[config.mk]
export PLATFORM = sky130hd
export DESIGN_NAME = motor_mmio_multi
export DESIGN_NICKNAME = d
export VERILOG_FILES = /design/src/rtl/motor_mmio_multi.sv
export SDC_FILE = /design/constraint.sdc
export NUM_CORES = 1
export LEC_CHECK = 0
export CORE_UTILIZATION = 40
export CTS_CLUSTER_DIAMETER = 30
export CTS_CLUSTER_SIZE = 16
export DETAILED_ROUTE_END_ITERATION = 6
export PLACE_DENSITY = 0.79
export SYNTH_ARGS = -nofsm -noshare
export SYNTH_HDL_FRONTEND = slang
export SYNTH_SLANG_ARGS = --single-unit
[constraint.sdc]
create_clock -name PCLK -period 5.2 [get_ports PCLK]
set_clock_uncertainty 0.1 [all_clocks]
set_input_delay 1.56 -clock PCLK [delete_from_list [all_inputs] [get_ports PCLK]]
set_output_delay 1.56 -clock PCLK [all_outputs]
set_load 0.03 [all_outputs]
[src/rtl/motor_mmio_multi.sv]
// APB3 register block commanding NUM_CH stepper channels: signed step commands,
// per-channel load strobes, armed completion detection and a level interrupt.
module motor_mmio_multi #(
  parameter int NUM_CH = 2,
  parameter int CNT_W  = 32
) (
  input  logic                    PCLK,
  input  logic                    PRESERN,
  input  logic                    PSEL,
  input  logic                    PENABLE,
  input  logic                    PWRITE,
  input  logic [31:0]             PADDR,
  input  logic [31:0]             PWDATA,
  output logic [31:0]             PRDATA,
  output logic                    PREADY,
  output logic                    PSLVERR,
  input  logic [NUM_CH*CNT_W-1:0] cnt_in,
  input  logic [NUM_CH-1:0]       dir_in,
  output logic [NUM_CH*CNT_W-1:0] cnt_out,
  output logic [NUM_CH-1:0]       dir_out,
  output logic [NUM_CH-1:0]       load,
  output logic                    FABINT
);

  localparam logic [3:0] W_STATUS = 4'd8;
  localparam logic [3:0] W_IRQ_EN = 4'd9;
  localparam logic [3:0] W_BUSY   = 4'd10;

  logic [3:0]        w;
  logic              acc, wr, cmd_hit, mapped;
  logic [NUM_CH-1:0] done, armed, irq_en, last_zero, zero, evt;
  logic [CNT_W-1:0]  wmag;
  logic              unused_bits;

  // Magnitude of a two's-complement count; the most-negative value maps to 2^(CNT_W-1).
  function automatic logic [CNT_W-1:0] cmd_mag(input logic [CNT_W-1:0] v);
    logic signed [CNT_W-1:0] s;
    s = signed'(v);
    return s[CNT_W-1] ? $unsigned(-s) : v;
  endfunction

  function automatic logic [31:0] cmd_readback(input logic [CNT_W-1:0] c, input logic fwd);
    logic signed [32:0] v;
    v = signed'(33'(c));
    if (!fwd) v = -v;
    return v[31:0];
  endfunction

  assign w           = PADDR[5:2];
  assign acc         = PSEL & PENABLE;
  assign wr          = acc & PWRITE;
  assign cmd_hit     = ({28'd0, w} < 32'(NUM_CH));
  assign mapped      = cmd_hit | (w == W_STATUS) | (w == W_IRQ_EN) | (w == W_BUSY);
  assign wmag        = cmd_mag(PWDATA[CNT_W-1:0]);
  assign PREADY      = 1'b1;
  assign PSLVERR     = acc & ~mapped;
  assign FABINT      = |(done & irq_en);
  assign unused_bits = ^{PADDR[31:6], PADDR[1:0], PWDATA};

  always_comb begin
    zero = '0;
    evt  = '0;
    for (int k = 0; k < NUM_CH; k++) begin
      zero[k] = (cnt_in[k*CNT_W +: CNT_W] == '0);
      evt[k]  = armed[k] & zero[k] & ~last_zero[k];
    end
  end

  always_comb begin
    PRDATA = '0;
    if (acc) begin
      for (int k = 0; k < NUM_CH; k++) begin
        if (w == 4'(k)) PRDATA = cmd_readback(cnt_in[k*CNT_W +: CNT_W], dir_in[k]);
      end
      case (w)
        W_STATUS: PRDATA = 32'(done);
        W_IRQ_EN: PRDATA = 32'(irq_en);
        W_BUSY:   PRDATA = 32'(armed);
        default:  ;
      endcase
    end
  end

  // A command write outranks a same-edge completion; a completion outranks W1C.
  always_ff @(posedge PCLK or negedge PRESERN) begin
    if (!PRESERN) begin
      cnt_out   <= '0;
      dir_out   <= '0;
      load      <= '0;
      done      <= '0;
      armed     <= '0;
      irq_en    <= '0;
      last_zero <= '1;
    end else begin
      last_zero <= zero;
      load      <= '0;
      if (wr && w == W_IRQ_EN) irq_en <= PWDATA[NUM_CH-1:0];
      for (int k = 0; k < NUM_CH; k++) begin
        if (wr && w == 4'(k)) begin
          cnt_out[k*CNT_W +: CNT_W] <= wmag;
          dir_out[k]                <= ~PWDATA[CNT_W-1];
          load[k]                   <= (wmag != '0);
          armed[k]                  <= (wmag != '0);
          done[k]                   <= (wmag == '0);
        end else if (evt[k]) begin
          done[k]  <= 1'b1;
          armed[k] <= 1'b0;
        end else if (wr && w == W_STATUS && PWDATA[k]) begin
          done[k] <= 1'b0;
        end
      end
    end
  end

endmodule

==> metrics.md <==
| Metric | Value |
|---|---|
| Layout cells sized above 1 | approximately a quarter |
| Total power | roughly 2200 uW |
| Mean area per synthesized cell | 7.75 um^2 |
| DPL Wire Length | 14,700 um |
| Switching Share | a little under a third |
| Netlist cell types | 63 |
| Starting Density | between 40 and 50% |
| Global placer's final weighted congestion | 0.924 |
| Area after DPL | slightly below 0.009 mm^2 |
| Reg clk slew, reported paths | roughly 0.05 ns |
| Die area | 0.0149 mm^2 |
| NetSw | 696 uW |
| Worst setup margin | -0.102 ns |
| Worst-path maximum fanout | 3 |
| Leakage | roughly 0.0040 uW |
| First-pass GRT wire length | around 30,000 um |
| EDFF count, synth | 0 |
| Initial antenna violation count | 0 |
| Area occupied by multi-input gates | between 0.004 and 0.005 mm^2 |
| Vias in the first global route | just over 6,000 |
| Grt total ovfl | 0 |
| Most frequent cells in the layout | clkdlybuf4s50_1, buf_4, nand2_1, nor2_1, dfrtp_1 |
| Pin count of the biggest net entering global routing | 77 |
| GRT Util Overall | between 20% and 30% |
| Slew @ Worst Pin | 0.947 ns |
| Fmax | 189 MHz |
| Detail Route Antenna Nets | 0 |
| Core box area | between 0.01 and 0.015 mm^2 |
| Root Buffer | clkbuf_16 |
| Setup CP Type | input pin to primary output |
| Die W | between 100 and 150 um |
| Synth warn | 0 |
| Worst slew margin | a little under two fifths |
| Initial drt markers | ~300 |
| # fillers | about 1,100 |
| Leading cell type in the layout, fill and taps excluded | clkdlybuf4s50_1 |
| Failing checks | negative setup slack |
| Sequential fraction of the synthesis area | between 30% and 40% |
| Wire length per cell | about 16 um |
| Post-route cell area | between 0.009 and 0.01 mm^2 |
| Power density cells | ~230 mW/mm^2 |
| FF/Latch Area | about 0.0019 mm^2 |
| Port bufs | 208 |
| Syn Nets | about 880 |
| Vias | around 6,700 |
| Seq pwr share | 32.6% |
| Final setup TNS | -0.326 ns |
| Die height | 122 um |
| CTS Buf Count | 9 |
| Vias per cell | approximately 5.5 |
| DRT Wirelength | 19,900 um |
| Fin. Hold Viols | 0 |
| Setup violations, final | 5 |
| DR DRC count | 0 |
| Maxcap violations | 0 |
| Hold WC Path Type | flop to flop |
| Final min period | between 5 and 6 ns |
| Peak VDD IR | about 0.13 mV |
| Slew Limit Fails | 0 |
| Worst EP arrival | 3.64 ns |
| Mapped Area | ~0.0058 mm^2 |
| P&R area growth vs syn | 65.3% |
| CP required | about 3.5 ns |
| CTS Sinks | 76 |
| Number of diodes | 0 |
| Synth Flop Type | dfrtp_1 |
| Cts hold-fix bufs | 0 |
| Worst skew pair latency | 0.34 ns |
| # IOs | ~240 |
| Async S/R FF share, synth | 100% |
| Clock Tree Buf Depth | 2 |
| RSZ-0062 raised after global routing | yes |
| Comb pwr share | between 30% and 40% |
| Clock power share | about a third |
| Status | finished, violations left |
| CP Launch Type | input pin |
| Pint | between 1500 and 2000 uW |
| Element type at the critical path end | primary output |
| Net total in the final layout | between 1,000 and 1,500 |
| # rows | 43 |
| TritonRoute pass-1 iters | 7 |
| H-tree levels | 3 |
| CTS tree | done |
| Mapped Cells | around 740 |
| Period utilisation layout | 102% |
| Synth Register Bits | 76 |
worst max-delay path, stage by stage:
cell     delay [ns]
buf_6          0.09
or4_4          0.56
nor4_4         0.29
and3_4         0.28
nor2b_4        0.17
a21oi_2        0.07
xor2_1         0.17
a22oi_1        0.24
nor2_2         0.06
buf_6          0.14
worst paths after layout:
| kind | cells past startpoint | end | slack, ns | start |
|---|---|---|---|---|
| max in group asynchronous | 1 | armed[0] | 3.11 | PRESERN |
| setup / recovery | 10 | PRDATA[26] | -0.10 | cnt_in[39] |
| hold reg to reg | 2 | cnt_out[12] | 0.38 | cnt_out[12] |
| min in group asynchronous | 1 | cnt_out[38] | 1.27 | PRESERN |
| hold / removal | 2 | cnt_out[12] | 0.38 | cnt_out[12] |
| setup reg to reg | 3 | done[0] | 4.03 | last_zero[0] |
through the flow:
step           utilization (%)  instances  worst slack (ns)  hold slack, ns
6_report                  68.0       1209            -0.102           0.380
3_3_place_gp              62.0       1188            -0.586           0.360
3_5_place_dp              62.0       1188            -0.620           0.371
5_1_grt                   68.0       1209            -0.157           0.407
2_1_floorplan                -        743           0.00874           0.398
4_1_cts                   66.1       1205            -0.179           0.383
cells by family (layout without fill, tap and decap cells):
group	count (synthesis)	in the layout	synth area share (%)
AOI/OAI and AO/OA	190	190	20.7
xor gates and xnor gates	91	91	13.8
adders and majority gates	4	4	0.869
buffers and inverters	70	356	4.65
DFF	76	76	33.1
muxes	8	8	1.48
other	1	1	0.0651
and+or+nand+nor	303	303	25.3
state kept, by name (all words and copies together) (netlist names):
name and flops:
irq_en 2, load 2, dir_out 2, cnt_out 64, done 2, last_zero 2
armed 2
power groups by stage:
stage / Combinational (uW) / Clock (uW) / Sequential [uW]
after floorplan: 222 / 0 / 866
after global placement: 723 / 0 / 726
after detailed placement: 736 / 0 / 730
after CTS: 745 / 732 / 720
after global routing: 816 / 755 / 728
final: 759 / 725 / 719
cell usage after synthesis (9+ instances only):
cell      instances  share of area, %
nand3_1          10              0.87
o22ai_1          13               1.4
clkbuf_1         47               3.1
nor4_1           14               1.5
or4_1             9               1.2
xor2_1           59               9.0
nand4_1          12               1.3
a21oi_1          35               3.0
or3_1            13               1.4
o21ai_0          71               6.2
nor2_1           93               6.1
nand2_1          92               6.0
nor3_1           24               2.1
a22oi_1          19               2.5
inv_1            19               1.2
xnor2_1          32               4.9
dfrtp_1          74                32
repair_timing:
action	4_1_cts	5_1_grt
pin swaps	40	49
setup endpoints to repair	24	18
gates resized for setup	97	66
buffers inserted	1	4
area by class of cell:
cell class | count | area share, %
Clock inverter | 4 | 0.999
Inverter | 19 | 0.749
Sequential cell | 76 | 20.0
Tap cell | 180 | 2.37
Multi-Input combinational cell | 597 | 42.5
Clock buffer | 12 | 2.70
Timing Repair Buffer | 321 | 30.7
routing by layer:
layer / vias to the layer above / share of wire [%] / track usage (%)
li1: 3192 / - / -
met1: 3122 / 39 / 29.5
met2: 315 / 51 / 46.4
met3: 43 / 7.6 / 6.23
met4: 0 / 2.3 / 9.03
met5: - / 0 / 0
No activity file was read; power rests on OpenSTA's default activity.
